`config.mk`:
```
export PLATFORM = sky130hd
export DESIGN_NAME = csr_trap_ctrl
export DESIGN_NICKNAME = d
export VERILOG_FILES = /design/src/rtl/csr_trap_ctrl_pkg.sv /design/src/rtl/csr_trap_ctrl_csr_alu.sv /design/src/rtl/csr_trap_ctrl.sv
export SDC_FILE = /design/constraint.sdc
export NUM_CORES = 1
export LEC_CHECK = 0
export ABC_CLOCK_PERIOD_IN_PS = 3100
export BUFFER_PORTS_ARGS = -buffer_cell sky130_fd_sc_hd__buf_4
export CAP_MARGIN = 20
export CELL_PAD_IN_SITES_DETAIL_PLACEMENT = 0
export CELL_PAD_IN_SITES_GLOBAL_PLACEMENT = 2
export CORE_AREA = 5 5 407 409
export DETAILED_ROUTE_END_ITERATION = 10
export DIE_AREA = 0 0 412 414
export GPL_ROUTABILITY_DRIVEN = 1
export PLACE_DENSITY_LB_ADDON = 0.1
export SETUP_SLACK_MARGIN = 0.4
export SYNTH_ARGS = -nofsm -noshare
export SYNTH_HDL_FRONTEND = slang
export SYNTH_SLANG_ARGS = --single-unit
export TNS_END_PERCENT = 1
```
`constraint.sdc`:
```
create_clock -name clock -period 3.1 [get_ports clock]
set_input_delay 0.62 -clock clock [delete_from_list [all_inputs] [get_ports clock]]
set_output_delay 0.62 -clock clock [all_outputs]
set_load 0.005 [all_outputs]
```
`src/rtl/csr_trap_ctrl_pkg.sv`:
```
// Shared encodings, CSR map, strobe layout and mstatus helpers for the trap/CSR writeback controller.
package csr_trap_ctrl_pkg;

    localparam int unsigned XLEN    = 64;
    localparam int unsigned OP_W    = 3;
    localparam int unsigned CSR_W   = 12;
    localparam int unsigned REG_W   = 5;
    localparam int unsigned STB_W   = 8;

    localparam logic [XLEN-1:0] MCAUSE_ECALL = 64'd11;
    localparam logic [XLEN-1:0] MCAUSE_MTI   = 64'h8000_0000_0000_0007;

    // System-instruction opcodes as delivered by the decoder.
    typedef enum logic [OP_W-1:0] {
        OP_NOP   = 3'd0,
        OP_CSRRW = 3'd1,
        OP_CSRRS = 3'd2,
        OP_CSRRC = 3'd3,
        OP_ECALL = 3'd4,
        OP_MRET  = 3'd5
    } op_e;

    typedef enum logic [2:0] {
        IDLE      = 3'd0,
        CSR_WB    = 3'd1,
        TRAP_SAVE = 3'd2,
        TRAP_STAT = 3'd3,
        MRET_WB   = 3'd4
    } state_e;

    localparam logic [CSR_W-1:0] CSR_MSTATUS = 12'h300;
    localparam logic [CSR_W-1:0] CSR_MIE     = 12'h304;
    localparam logic [CSR_W-1:0] CSR_MTVEC   = 12'h305;
    localparam logic [CSR_W-1:0] CSR_MEPC    = 12'h341;
    localparam logic [CSR_W-1:0] CSR_MCAUSE  = 12'h342;
    localparam logic [CSR_W-1:0] CSR_MIP     = 12'h344;

    // wbcsren bit positions
    localparam int unsigned WB_MEPC    = 0;
    localparam int unsigned WB_MCAUSE  = 1;
    localparam int unsigned WB_MTVEC   = 2;
    localparam int unsigned WB_MSTATUS = 3;
    localparam int unsigned WB_MIE     = 4;
    localparam int unsigned WB_MIP     = 5;

    localparam logic [STB_W-1:0] STB_MEPC    = 8'h01;
    localparam logic [STB_W-1:0] STB_MCAUSE  = 8'h02;
    localparam logic [STB_W-1:0] STB_MTVEC   = 8'h04;
    localparam logic [STB_W-1:0] STB_MSTATUS = 8'h08;
    localparam logic [STB_W-1:0] STB_MIE     = 8'h10;
    localparam logic [STB_W-1:0] STB_MIP     = 8'h20;

    localparam int unsigned MSTATUS_MIE    = 3;
    localparam int unsigned MSTATUS_MPIE   = 7;
    localparam int unsigned MSTATUS_MPP_LO = 11;
    localparam int unsigned MSTATUS_MPP_HI = 12;
    localparam int unsigned MIP_MTIP       = 7;
    localparam int unsigned MIE_MTIE       = 7;

    // mstatus after trap entry: stack MIE into MPIE, disable, record M-mode.
    function automatic logic [XLEN-1:0] trap_mstatus(input logic [XLEN-1:0] s);
        logic [XLEN-1:0] r;
        r = s;
        r[MSTATUS_MPIE] = s[MSTATUS_MIE];
        r[MSTATUS_MIE]  = 1'b0;
        r[MSTATUS_MPP_HI:MSTATUS_MPP_LO] = 2'b11;
        return r;
    endfunction

    // mstatus after MRET: restore MIE from MPIE, set MPIE, MPP stays M.
    function automatic logic [XLEN-1:0] mret_mstatus(input logic [XLEN-1:0] s);
        logic [XLEN-1:0] r;
        r = s;
        r[MSTATUS_MIE]  = s[MSTATUS_MPIE];
        r[MSTATUS_MPIE] = 1'b1;
        r[MSTATUS_MPP_HI:MSTATUS_MPP_LO] = 2'b11;
        return r;
    endfunction

    // Replace the MTIP bit of an mip value with the live timer level.
    function automatic logic [XLEN-1:0] with_mtip(input logic [XLEN-1:0] v, input logic b);
        logic [XLEN-1:0] r;
        r = v;
        r[MIP_MTIP] = b;
        return r;
    endfunction

endpackage

```
`src/rtl/csr_trap_ctrl_csr_alu.sv`:
```
// CSR address decode, old-value select and CSRRW/S/C result with write suppression.
module csr_alu
    import csr_trap_ctrl_pkg::*;
(
    input  logic [OP_W-1:0]  op,
    input  logic [CSR_W-1:0] csr,
    input  logic [REG_W-1:0] rs1,
    input  logic [XLEN-1:0]  src,
    input  logic [XLEN-1:0]  mepc,
    input  logic [XLEN-1:0]  mcause,
    input  logic [XLEN-1:0]  mtvec,
    input  logic [XLEN-1:0]  mstatus,
    input  logic [XLEN-1:0]  mie,
    input  logic [XLEN-1:0]  mip,
    output logic [XLEN-1:0]  old_c,
    output logic [XLEN-1:0]  new_c,
    output logic [STB_W-1:0] wmask_c
);

    logic [STB_W-1:0] sel;
    logic             wr;

    // Decode, read mux and read-modify-write result.
    always_comb begin
        old_c   = '0;
        sel     = '0;
        new_c   = '0;
        wr      = 1'b0;
        wmask_c = '0;
        case (csr)
            CSR_MSTATUS: begin old_c = mstatus; sel = STB_MSTATUS; end
            CSR_MIE:     begin old_c = mie;     sel = STB_MIE;     end
            CSR_MTVEC:   begin old_c = mtvec;   sel = STB_MTVEC;   end
            CSR_MEPC:    begin old_c = mepc;    sel = STB_MEPC;    end
            CSR_MCAUSE:  begin old_c = mcause;  sel = STB_MCAUSE;  end
            CSR_MIP:     begin old_c = mip;     sel = STB_MIP;     end
            default:     ;
        endcase
        case (op)
            OP_CSRRW: begin new_c = src;           wr = 1'b1;             end
            OP_CSRRS: begin new_c = old_c | src;   wr = (rs1 != '0);      end
            OP_CSRRC: begin new_c = old_c & ~src;  wr = (rs1 != '0);      end
            default:  begin new_c = old_c;         wr = 1'b0;             end
        endcase
        wmask_c = wr ? sel : '0;
    end

endmodule

```
`src/rtl/csr_trap_ctrl.sv`:
```
// Writeback-stage sequencer for CSR ops, ECALL/timer traps and MRET, plus MTIP mirroring into mip.
module csr_trap_ctrl
    import csr_trap_ctrl_pkg::*;
(
    input  logic             clock,
    input  logic             reset,
    input  logic             in_valid,
    output logic             in_ready,
    input  logic [OP_W-1:0]  in_op,
    input  logic [CSR_W-1:0] in_csr,
    input  logic [REG_W-1:0] in_rs1,
    input  logic [XLEN-1:0]  in_src,
    input  logic [REG_W-1:0] in_rd,
    input  logic [XLEN-1:0]  in_pc,
    input  logic             mtip,
    input  logic [XLEN-1:0]  mepc,
    input  logic [XLEN-1:0]  mcause,
    input  logic [XLEN-1:0]  mtvec,
    input  logic [XLEN-1:0]  mstatus,
    input  logic [XLEN-1:0]  mie,
    input  logic [XLEN-1:0]  mip,
    output logic [XLEN-1:0]  wbmepc,
    output logic [XLEN-1:0]  wbmcause,
    output logic [XLEN-1:0]  wbmtvec,
    output logic [XLEN-1:0]  wbmstatus,
    output logic [XLEN-1:0]  wbmie,
    output logic [XLEN-1:0]  wbmip,
    output logic [STB_W-1:0] wbcsren,
    output logic [REG_W-1:0] io_waddr,
    output logic [XLEN-1:0]  io_wdata,
    output logic             io_wen,
    output logic             redirect_valid,
    output logic [XLEN-1:0]  redirect_pc
);

    state_e           state;
    logic [XLEN-1:0]  alu_old_c;
    logic [XLEN-1:0]  alu_new_c;
    logic [STB_W-1:0] alu_wmask_c;
    logic [STB_W-1:0] mirror_c;
    logic             accept_c;
    logic             pend_c;

    csr_alu u_csr_alu (
        .op      (in_op),
        .csr     (in_csr),
        .rs1     (in_rs1),
        .src     (in_src),
        .mepc    (mepc),
        .mcause  (mcause),
        .mtvec   (mtvec),
        .mstatus (mstatus),
        .mie     (mie),
        .mip     (mip),
        .old_c   (alu_old_c),
        .new_c   (alu_new_c),
        .wmask_c (alu_wmask_c)
    );

    // in_ready is a registered copy of (state == IDLE).
    assign accept_c = in_valid && in_ready;
    assign pend_c   = mstatus[MSTATUS_MIE] && mie[MIE_MTIE] && mip[MIP_MTIP];
    assign mirror_c = (mip[MIP_MTIP] != mtip) ? STB_MIP : '0;

    // Sequencer: outputs are registered at the edge entering the state that presents them.
    always_ff @(posedge clock) begin
        if (reset) begin
            state          <= IDLE;
            in_ready       <= 1'b1;
            wbcsren        <= '0;
            wbmepc         <= '0;
            wbmcause       <= '0;
            wbmtvec        <= '0;
            wbmstatus      <= '0;
            wbmie          <= '0;
            wbmip          <= '0;
            io_waddr       <= '0;
            io_wdata       <= '0;
            io_wen         <= 1'b0;
            redirect_valid <= 1'b0;
            redirect_pc    <= '0;
        end else begin
            wbcsren        <= mirror_c;
            io_wen         <= 1'b0;
            redirect_valid <= 1'b0;
            if (mirror_c[WB_MIP]) begin
                wbmip <= with_mtip(mip, mtip);
            end
            case (state)
                IDLE: begin
                    if (accept_c) begin
                        if (pend_c) begin
                            wbcsren  <= mirror_c | STB_MEPC | STB_MCAUSE;
                            wbmepc   <= in_pc;
                            wbmcause <= MCAUSE_MTI;
                            in_ready <= 1'b0;
                            state    <= TRAP_SAVE;
                        end else begin
                            case (in_op)
                                OP_ECALL: begin
                                    wbcsren  <= mirror_c | STB_MEPC | STB_MCAUSE;
                                    wbmepc   <= in_pc;
                                    wbmcause <= MCAUSE_ECALL;
                                    in_ready <= 1'b0;
                                    state    <= TRAP_SAVE;
                                end
                                OP_MRET: begin
                                    wbcsren        <= mirror_c | STB_MSTATUS;
                                    wbmstatus      <= mret_mstatus(mstatus);
                                    redirect_valid <= 1'b1;
                                    redirect_pc    <= mepc;
                                    in_ready       <= 1'b0;
                                    state          <= MRET_WB;
                                end
                                OP_CSRRW, OP_CSRRS, OP_CSRRC: begin
                                    wbcsren <= mirror_c | alu_wmask_c;
                                    if (alu_wmask_c[WB_MEPC])    wbmepc    <= alu_new_c;
                                    if (alu_wmask_c[WB_MCAUSE])  wbmcause  <= alu_new_c;
                                    if (alu_wmask_c[WB_MTVEC])   wbmtvec   <= alu_new_c;
                                    if (alu_wmask_c[WB_MSTATUS]) wbmstatus <= alu_new_c;
                                    if (alu_wmask_c[WB_MIE])     wbmie     <= alu_new_c;
                                    if (alu_wmask_c[WB_MIP])     wbmip     <= with_mtip(alu_new_c, mtip);
                                    io_wen   <= (in_rd != '0);
                                    io_waddr <= in_rd;
                                    io_wdata <= alu_old_c;
                                    in_ready <= 1'b0;
                                    state    <= CSR_WB;
                                end
                                default: ;
                            endcase
                        end
                    end
                end
                TRAP_SAVE: begin
                    wbcsren        <= mirror_c | STB_MSTATUS;
                    wbmstatus      <= trap_mstatus(mstatus);
                    redirect_valid <= 1'b1;
                    redirect_pc    <= {mtvec[XLEN-1:2], 2'b00};
                    state          <= TRAP_STAT;
                end
                TRAP_STAT, CSR_WB, MRET_WB: begin
                    in_ready <= 1'b1;
                    state    <= IDLE;
                end
                default: begin
                    in_ready <= 1'b1;
                    state    <= IDLE;
                end
            endcase
        end
    end

endmodule

```
==> impl_summary.md <==
Worst setup path
The maximum fanout count along the critical path is 34. The worst setup path is captured at a flop. The type of the setup path with the least slack is in -> reg. For the worst setup path, the data arrival time is 3230 ps. The critical path launch point type is a primary input. The endpoint required time on the critical path is 3710 ps.

Timing
The worst max-slew margin expressed relative to the limit is 31.5%. At the pin with the least slew margin, the transition time is 1020 ps. The worst hold slack after final layout is 198 ps.

Dividing the final minimum period by the clock period gives 84.5%. Setup repair after global routing left no endpoint under its margin. The count of final hold-check violations was 0. The number of slew-limit violations in the final report is 0.

Once routing completed, OpenROAD measured the worst setup slack at 481 ps. Static timing analysis puts the maximum clock frequency at 382 MHz. The worst path in the final design needs a cycle of 2620 ps, including I/O delays and setup. The total of endpoints with negative setup slack in the final report is 0.

Clock skew on the completed layout was measured at 23.5 ps. Adding up every negative setup slack in the final design gives 0 ps.

Status
The flow ran to the end, and the final reports show no timing, DRC or antenna violations.

Clocking
TritonCTS built the clock tree. The CTS buffer count is 77. The clock sink total is 529. The number of hold buffers added after CTS was 0. The root cell of the clock tree is clkbuf_16.

The clock passes through at most 3 buffers. The number of gates resized after CTS was 0. The clock latency of the later-clocked register in the worst-skew pair is 700 ps.

The number of buffers added for setup after CTS is 0. After clock tree synthesis, the clock-pin slew on the worst setup and hold paths is 60 ps. The H-tree depth reported by CTS is 3.

Yosys
The yosys synthesis warning count is 0. Summing the areas of all compound-gate instances in the mapped netlist gives 32.8% of the synthesized area. The most used flip-flop cell after synthesis is dfxtp_1. The netlist area before placement is 0.0240 sq mm. The xor and xnor area share after synthesis is 0.182%.

The post-synthesis average cell area is 8.93 sq um. After Yosys synthesis, full adders, half adders and majority gates account for 0% of the synthesized area. Sequential cells were found to cover 44.1% of the synthesized design area. After technology mapping, the gate count stands at 2691. The mux cell area share after synthesis is 5.43%. The share of flip-flops with an asynchronous set or reset is 0%. After Yosys synthesis, and, or, nand and nor cells account for 11.7% of the synthesized area. Counting flops with a built-in enable in the synthesized netlist gives 0.

The flop and latch count out of synthesis is 529. The unique cell type count in the Yosys netlist is 65. The combinational family with the most area after synthesis is compound AO/OA/AOI/OAI gates.

Die
The floorplan has 148 rows. The initial cell density of the core is 14.9%. The vertical extent of the die is 414 microns. The count of boundary I/O pins is 1069. The die width is 412 microns.

The region available for standard cell placement spans 0.162 sq mm. The area of the die is 0.171 sq mm.

Detailed routing
The detailed-route vias per instance is 4.52. The final layout contains routed wiring with a total length of 195000 microns. The count of antenna-violating nets left after detailed routing is 0. The total via count in the routed design is 27150. The pre-antenna-repair detailed-routing pass consisted of 7 iterations. The detail-routed net length per standard cell is 32.4 microns. The post-detailed-route DRC marker count is 0. For this block, the initial DRC count from the detailed router was 1838.

Placed design
The detailed-placement wirelength estimate is 150000 microns. The post-placement setup slack is -170 ps. The number of input and output port buffers inserted is 1066. The routability-driven placement congestion ratio is 0.822.

Cells and area
The number of fill cells is 17814. In the layout the commonest cells are buf_4 (1192), dfxtp_1 (529), a211oi_1 (374). In the final layout, the share of cells above drive strength 1 is 37.4%.

The library cell used most frequently in the layout, excluding fill and tap cells, is buf_4. The net count of the finished layout is 4294. The area growth from synthesis to layout is 61.8%.

Global route
Global routing used 21.8% of the available tracks across all layers. Entering global routing, the biggest net connects 109 pins. The overflow left after global routing is 0. The number of antenna violations at the first check in global routing is 18.

The via count of the first global-routing pass is 27500. The first global-routing pass estimated 258000 microns of wire.

Flow run
Across the run, the number of max-cap violations was 0.

Power and ir drop
The power density normalized to cell area is 532 mW/mm^2. The total leakage power is 16.1 nW. VDD sags by at most 0.000367 V.

Hold path
The path class of the lowest-slack min-delay path is in -> reg.
-- Yosys cell counts (62+ instances only) --
| cell | count | share of area (%) |
|---|---|---|
| nand3_1 | 62 | 1.3 |
| clkbuf_1 | 198 | 3.1 |
| a31oi_1 | 63 | 1.6 |
| nor2_1 | 334 | 5.2 |
| a22oi_1 | 66 | 2.1 |
| o21a_1 | 70 | 2.2 |
| dfxtp_1 | 529 | 44 |
| nor2b_1 | 66 | 1.7 |
| nand2_1 | 98 | 1.5 |
| a21oi_1 | 77 | 1.6 |
| a211oi_1 | 374 | 12 |
| mux2i_1 | 127 | 5.3 |
| o21ai_0 | 73 | 1.5 |
-- per-layer routing --
layer / vias to the layer above / share of wire, % / track usage [%]
met5: - / 0.018 / 0
met4: 6 / 2.2 / 5.07
met3: 146 / 6.9 / 6.14
met2: 949 / 50 / 38.4
met1: 13569 / 41 / 26.1
li1: 12480 / - / -
-- where the power goes --
group	total, mW	internal (mW)	leakage [nW]	switching (mW)
Sequential	7.43	7.18	4.30	0.252
Clock	9.45	5.55	1.32	3.90
Combinational	3.80	1.63	10.5	2.17
-- flip-flops by register name (all words and copies together), names as in the netlist --
signal and cells:
in_ready 1, state 3, wbmie 64, redirect_valid 1
redirect_pc 64, io_wdata 64, wbmcause 64, wbmstatus 64
wbmtvec 64, io_wen 1, wbmip 64, io_waddr 5
wbmepc 64, wbcsren 6
-- area by class of cell --
| cell class | count | area (sq um) | share of cell area (%) |
|---|---|---|---|
| Timing Repair Buffer | 1264 | 10400 | 26.7 |
| Tap cell | 2175 | 2720 | 7.00 |
| Clock buffer | 118 | 2320 | 5.97 |
| Inverter | 61 | 233 | 0.599 |
| Clock inverter | 26 | 359 | 0.924 |
| Sequential cell | 529 | 10600 | 27.3 |
| Antenna cell | 12 | 30.0 | 0.0773 |
| Multi-Input combinational cell | 1820 | 12200 | 31.4 |
-- metrics by stage --
step	utilization [%]	instances	area (sq um)	total power, mW
4_1_cts	24.0	5993	38800	21.1
5_1_grt	24.0	6002	38800	21.6
3_5_place_dp	22.4	5849	36100	11.4
3_3_place_gp	22.4	5849	36100	11.5
6_report	24.0	6005	38900	20.7
2_1_floorplan	-	2692	24000	8.88
-- cell families after synthesis --
family                 Yosys count
AO/OA/AOI/OAI                 1057
other                            1
multiplexers                   130
XOR/XNOR                         5
AND/OR/NAND/NOR                626
flip-flops                     529
buffers and inverters          343
-- critical path, cell delays in order --
cell,delay (ps)
buf_4,120
or3_1,480
or2_2,380
o31ai_2,410
and2_4,260
buf_12,210
o221ai_1,410
a21oi_1,230
-- final timing paths --
| check | slack, ps | end | cells after the start | startpoint |
|---|---|---|---|---|
| hold reg to reg | 450 | io_wdata[0] | 2 | io_wdata[0] |
| setup reg to reg | 480 | wbmstatus[33] | 5 | state[1] |
| hold / removal | 200 | io_waddr[2] | 3 | in_rd[2] |
| setup / recovery | 480 | wbmepc[8] | 8 | in_csr[5] |
Power figures use the tool's default switching activity.
